### config.mk
export PLATFORM = sky130hd
export DESIGN_NAME = jt51_op_acc
export DESIGN_NICKNAME = d
export VERILOG_FILES = /design/src/rtl/jt51_op_acc.sv
export SDC_FILE = /design/constraint.sdc
export NUM_CORES = 1
export LEC_CHECK = 0
export ABC_AREA = 1
export CORE_MARGIN = 10
export CORE_UTILIZATION = 25
export CTS_BUF_LIST = sky130_fd_sc_hd__clkbuf_8
export DETAILED_ROUTE_END_ITERATION = 12
export HOLD_SLACK_MARGIN = 0.08
export SLEW_MARGIN = 20
export SYNTH_ARGS = -nofsm -noshare
export SYNTH_HDL_FRONTEND = slang
export SYNTH_SLANG_ARGS = --single-unit
### constraint.sdc
create_clock -name clk -period 4.53 [get_ports clk]
set_clock_uncertainty 0.05 [all_clocks]
set_input_delay 0.453 -clock clk [delete_from_list [all_inputs] [get_ports clk]]
set_output_delay 0.453 -clock clk [all_outputs]
set_load 0.005 [all_outputs]
### src/rtl/jt51_op_acc.sv
// Stereo frame accumulator for the time-multiplexed operator bus: sums carrier
// slots over a 32-slot frame, saturates and outputs one sample per frame.
// Optional sticky overflow flag port enabled with `define JT51_ACC_OVF_EN.
module jt51_op_acc #(
  parameter int W_ACC = 19,
  parameter int W_OUT = 16
) (
  input  logic             clk,
  input  logic             rst,
  input  logic             cen,
  input  logic             zero,
  input  logic [13:0]      op_in,
  input  logic [2:0]       con,
  input  logic [1:0]       rl,
  output logic [W_OUT-1:0] left,
  output logic [W_OUT-1:0] right,
  output logic             sample
`ifdef JT51_ACC_OVF_EN
  ,
  output logic             ovf
`endif
);

  typedef enum logic {SYNC, RUN} state_t;

  state_t            state, state_nxt;
  logic [4:0]        cnt, slot;
  logic              active, carrier;
  logic [W_ACC-1:0]  op_ext, add_l, add_r, sum_l, sum_r, acc_l, acc_r;
  logic [W_OUT-1:0]  sat_l, sat_r;

  // True when the value is representable in W_OUT signed bits.
  function automatic logic fits(input logic [W_ACC-1:0] v);
    return v[W_ACC-1:W_OUT-1] == {(W_ACC-W_OUT+1){v[W_ACC-1]}};
  endfunction

  function automatic logic [W_OUT-1:0] saturate(input logic [W_ACC-1:0] v);
    if (fits(v))
      return v[W_OUT-1:0];
    else if (v[W_ACC-1])
      return {1'b1, {(W_OUT-1){1'b0}}};
    else
      return {1'b0, {(W_OUT-1){1'b1}}};
  endfunction

  // A zero marker always restarts the frame, whatever the counter says.
  always_comb begin
    state_nxt = state;
    active    = 1'b0;
    slot      = cnt;
    if (cen) begin
      case (state)
        SYNC: if (zero) begin
          state_nxt = RUN;
          active    = 1'b1;
          slot      = 5'd0;
        end
        RUN: begin
          active = 1'b1;
          if (zero) slot = 5'd0;
        end
        default: state_nxt = SYNC;
      endcase
    end
  end

  always_comb begin
    case (slot[4:3])
      2'd0:    carrier = (con == 3'd7);
      2'd1:    carrier = (con >= 3'd5);
      2'd2:    carrier = (con >= 3'd4);
      default: carrier = 1'b1;
    endcase
  end

  always_comb begin
    op_ext = {{(W_ACC-14){op_in[13]}}, op_in};
    add_l  = (carrier && rl[1]) ? op_ext : '0;
    add_r  = (carrier && rl[0]) ? op_ext : '0;
    sum_l  = (slot == 5'd0) ? add_l : acc_l + add_l;
    sum_r  = (slot == 5'd0) ? add_r : acc_r + add_r;
    sat_l  = saturate(sum_l);
    sat_r  = saturate(sum_r);
  end

  always_ff @(posedge clk or negedge rst) begin
    if (!rst) begin
      state  <= SYNC;
      cnt    <= 5'd0;
      acc_l  <= '0;
      acc_r  <= '0;
      left   <= '0;
      right  <= '0;
      sample <= 1'b0;
    end else begin
      state  <= state_nxt;
      sample <= 1'b0;
      if (active) begin
        cnt   <= slot + 5'd1;
        acc_l <= sum_l;
        acc_r <= sum_r;
        if (slot == 5'd31) begin
          left   <= sat_l;
          right  <= sat_r;
          sample <= 1'b1;
        end
      end
    end
  end

`ifdef JT51_ACC_OVF_EN
  always_ff @(posedge clk or negedge rst) begin
    if (!rst)
      ovf <= 1'b0;
    else if (active && slot == 5'd31 && (!fits(sum_l) || !fits(sum_r)))
      ovf <= 1'b1;
  end
`endif

endmodule

==> results of run 1 <==
worst max-delay path: cells and delay by family:
kind	cells	cell delay, ns
and+or+nand+nor	18	1.88
adders and majority gates	2	0.63
buffers and inverters	3	0.84
AOI/OAI and AO/OA	2	0.25
sequential cells by signal (all words and copies together), names as in the netlist:
name	count
acc_l	19
acc_r	19
left	16
right	16
cnt	5
sample	1
state	1
kinds of logic after synthesis:
group	share of synthesized area [%]
AND/OR/NAND/NOR	38.1
buffers and inverters	8.17
AO/OA/AOI/OAI	9.97
flip-flops	31.9
adder cells (fa/ha/maj)	8.73
XOR/XNOR	3.19
cell usage in the layout (no fill, tap or decap), types with 2 or more instances in the layout:
cell type,count
a21oi_1,40
a21oi_2,10
a31oi_1,8
and3_1,2
buf_4,10
clkbuf_8,9
clkdlybuf4s50_1,54
clkinv_2,4
dfrtp_1,77
diode_2,2
fa_1,2
ha_1,39
inv_1,89
inv_2,5
nand2_1,363
nand2_2,12
nand2_4,4
nand3_1,52
nand3_2,5
nand3b_1,3
nand4_1,3
nor2_1,88
nor2_2,4
nor3_1,2
nor4_1,2
o21ai_0,45
o21ai_1,2
o21bai_1,2
or2_2,2
xnor2_1,12
xor2_1,10
per-layer routing:
| layer | GRT usage, % | vias up | share of wire, % |
|---|---|---|---|
| li1 | - | 2990 | - |
| met1 | 15.8 | 2646 | 49 |
| met2 | 18.3 | 135 | 43 |
| met3 | 2.87 | 26 | 5.7 |
| met4 | 4.49 | 4 | 2.0 |
| met5 | 0 | - | 0.13 |
final timing paths:
| path | slack [ns] | depth (start not counted) | to | start |
|---|---|---|---|---|
| min reg2reg | 0.43 | 2 | left[4]$_DFFE_PN0P_ | left[4]$_DFFE_PN0P_ |
| min in group asynchronous | 0.57 | 2 | acc_r[10]$_DFFE_PN0P_ | rst |
| max in group asynchronous | 2.95 | 3 | acc_l[7]$_DFFE_PN0P_ | rst |
| max reg2reg | 0.88 | 23 | right[3]$_DFFE_PN0P_ | cnt[3]$_DFFE_PN0P_ |
| min | 0.43 | 2 | left[4]$_DFFE_PN0P_ | left[4]$_DFFE_PN0P_ |
| max | 0.64 | 25 | right[3]$_DFFE_PN0P_ | cen |
final cells by class:
cell class / instances / area (µm²) / share of cell area (%)
Multi-Input combinational cell: 718 / 3630 / 50.9
Sequential cell: 77 / 1930 / 27.1
Timing Repair Buffer: 65 / 626 / 8.79
Tap cell: 319 / 399 / 5.61
Inverter: 94 / 354 / 4.98
Clock buffer: 9 / 124 / 1.74
Clock inverter: 6 / 56.3 / 0.791
Antenna cell: 2 / 5.00 / 0.0703
where the power goes:
group | switching [mW] | total (mW) | internal, mW
Clock | 0.287 | 0.534 | 0.247
Sequential | 0.0870 | 0.906 | 0.819
Combinational | 0.969 | 1.41 | 0.437
metrics by stage:
stage	setup slack (ns)	total power, mW	area [µm²]
detailed placement	0.223	2.31	6920
global placement	0.318	2.30	6920
floorplan	1.29	1.99	6050
finish	0.644	2.85	7120
CTS	0.617	2.85	7110
global route	0.274	3.08	7110
==> metrics, run 1 <==
Slew HR=53.6%; Setup Viol. Count Final=0; sum of negative setup slack=0 ns; worst-path maximum fanout=15; later-pin clock latency in the skew report=approximately 0.4 ns; kind of start point of the critical path=input pin; CP max-delay cell=clkdlybuf4s50_1; Synth top area share=roughly a third; cts-stage hold buffer count=1; Slew Limit Fails=0; ys flop type=dfrtp_1; count of state elements after synthesis=77; Core Rows=56; largest net degree at the start of global routing=48; Routed WL=roughly 18000 µm; final cell count without fillers=1290; Area Growth Syn to Fin=17.7%; grt ovf=0; fill count=about 2600; drc violations=0; Post-CTS Repair Setup Buffers=0; Die X=176 µm; slowest stage delay, CP=approximately 0.46 ns; post_cts resized=0; 1st-pass router iterations=5; Commonest cells post-synth=nand2_1, inv_1, nor2_1; core area=about 0.024 mm²; share of layout cells above drive strength 1=7.22%; I/O Pins=56; Hold Slack=0.430 ns; RSZ-0062 raised after global routing=no; Cell Area, Synth=0.00605 mm²; fin util=30.1%; DR vias=5801; worst slew pin tran=0.694 ns; EDFF count, synth=0; Worst Path Class, Setup=in2reg; Clock Sink Count=77; Final nets=~1000; Avg Synthesized Cell Area=between 6 and 7 µm²; first-pass GRT wire length=29500 µm; Post-DRT Antenna Nets=0; Async S/R FF share, synth=100%; Area contributors post-synth=dfrtp_1, nand2_1, ha_1, inv_1, nor2_1; maxcap violations=0; CTS H-tree lvls=3; endpoints failing hold=0; sequential share of the synthesized area=31.9%; port bufs=55; Post-Syn Nets=980; Tightest Hold Check Type=reg2reg; DP HPWL=14000 µm; period utilization=85.8%; Synth warnings=0; number of vias per cell=4.50; biggest area consumer among synthesized cells=dfrtp_1; Die Ht=176 µm; RePlAce Congestion=roughly 0.9; clk buf depth=2; VDD IR max=roughly 0.19 mV; Pwr Density=400 mW/mm²; die area=0.0308 mm²; CTS tree=done; Setup crit end kind=flop; LEAKAGE=3.69 nW; Fmax achieved=around 260 MHz; minimum clock period=roughly 3.9 ns; DR WL/cell=~14 µm; vias in the first global route=5665; Critical Path Most Common Cell=nand2_1; Starting Density=25.6%; Cells after DPL=roughly 1300; Clk pin slew, worst setup/hold paths=0.08 ns; count leader, synth=nand2_1; outcome=finished clean; CTS buffer count=9; root buf cell=clkbuf_8; Cell variety after synth=38; Synth Instances=916; Detailed Route Iter0 Violations=396; initial antenna violation count=4; crit path DAT=4.09 ns; All-Layer GR Usage=11.9%; Critical Path RT=4.73 ns
No activity file was read; power rests on OpenSTA's default activity.
==> run 2, diff against run 1 <==
- ABC_CLOCK_PERIOD_IN_PS: unset -> 4530
- CAP_MARGIN: unset -> 20
==> results of run 2 <==
No change in the layout: final DEF, timing and power equal those of run 1.
==> run 3, diff against run 2 <==
- GPL_ROUTABILITY_DRIVEN: unset -> 0
==> metrics, run 3 (same netlist as run 1, synthesis figures left out) <==
worst-path maximum fanout=15; Cells after DPL=approximately 1300; VDD IR max=0.161 mV; Slew Limit Fails=0; Starting Density=25.6%; root buf cell=clkbuf_8; vias in the first global route=5682; Tightest Hold Check Type=reg2reg; grt ovf=0; maxcap violations=0; Final nets=about 1000; commonest non-fill, non-tap cell in the layout=nand2_1; CTS buffer count=9; drc violations=0; core area=0.0236 mm²; Worst Path Buf+Inv=3; minimum clock period=3.96 ns; Design Area, Final=0.00712 mm²; final worst setup slack=0.573 ns; Pwr Density=395 mW/mm²; RSZ-0062 raised after global routing=no; Multi-input gate area=0.00363 mm²; Tot Pwr=2.81 mW; Slew HR=52.1%; DP HPWL=13900 µm; DR WL/cell=between 10 and 15 µm; Clk pin slew, worst setup/hold paths=roughly 0.080 ns; Post-DRT Antenna Nets=0; Critical Path Most Common Cell=nand2_1; Core Rows=56; fin util=30.1%; All-Layer GR Usage=11.7%; LEAKAGE=3.69 nW; CTS tree=done; 1st-pass router iterations=5; final cell count without fillers=1290; Die Ht=176 µm; Die X=approximately 180 µm; Top delay family on crit path=simple AND/OR/NAND/NOR gates; sum of negative setup slack=0 ns; Critical Path RT=roughly 4.7 ns; Hold Slack=0.429 ns; post_cts resized=0; share of layout cells above drive strength 1=7.22%; Area Growth Syn to Fin=17.7%; Placed Area=0.00692 mm²; kind of start point of the critical path=input pin; initial antenna violation count=4; commonest non-fill, non-tap cells in the layout=nand2_1, inv_1, nor2_1; crit path DAT=4.13 ns; port bufs=55; number of vias per cell=4.51; outcome=finished clean; largest net degree at the start of global routing=48; worst slew pin tran=0.718 ns; Setup Viol. Count Final=0; period utilization=87.3%; Clock Sink Count=77; die area=a little over 0.03 mm²; CP max-delay cell=clkdlybuf4s50_1; DR vias=5824; I/O Pins=56; fill count=approximately 2600; slowest stage delay, CP=around 0.46 ns; first-pass GRT wire length=29500 µm; Worst Path Class, Setup=in2reg; Setup crit end kind=flop; endpoints failing hold=0; Storage cell area=0.00193 mm²; Fmax achieved=253 MHz; Top Registers=acc_l: 19 flops, acc_r: 19 flops; Routed WL=17900 µm; Detailed Route Iter0 Violations=445; later-pin clock latency in the skew report=0.36 ns; clk buf depth=2; CTS H-tree lvls=3; worst slack, placed=roughly 0.2 ns
==> run 3: cell counts in the layout (fill, tap and decap cells not counted) <==
No cell type changed its count.
==> run 3: timing repair <==
item / 4_1_cts / 5_1_grt
setup endpoints to repair: 0 / 0
hold buffers: 1 / 0
hold endpoints to repair: 33 / 0
buffers inserted: 0 / 0
==> run 3: cell type report <==
class,count,area share [%]
clock buffers,9,1.74
well taps,319,5.61
flip-flops and latches,77,27.1
repair buffers,65,8.79
multi-input cells,718,50.9
diodes,2,0.0703
clock inverters,6,0.791
inverters,94,4.98
==> run 3: worst paths after layout <==
kind                                         start                    to  slack [ns]  depth (start not counted)
max in group asynchronous                      rst  acc_l[4]$_DFFE_PN0P_        2.90                          3
worst max-delay path                           cen  right[1]$_DFFE_PN0P_        0.57                         25
min in group asynchronous                      rst  acc_r[9]$_DFFE_PN0P_        0.53                          2
worst min register to register   state$_DFFE_PN0P_     state$_DFFE_PN0P_        0.43                          1
worst max register to register  cnt[3]$_DFFE_PN0P_  right[1]$_DFFE_PN0P_        0.83                         23
worst min-delay path             state$_DFFE_PN0P_     state$_DFFE_PN0P_        0.43                          1
==> run 3: metal layers <==
metal	GRT usage (%)	up-vias	share of wire, %
met5	0	-	0.15
met4	3.60	4	1.8
met3	2.68	23	5.2
met2	18.6	139	43
met1	15.5	2656	50
li1	-	3002	-
==> run 3: power breakdown <==
group | leakage [nW] | switching [mW] | internal [mW]
clock | 0.0961 | 0.271 | 0.247
sequential | 1.04 | 0.0902 | 0.819
combinational | 2.56 | 0.950 | 0.432
total | 3.69 | 1.31 | 1.50
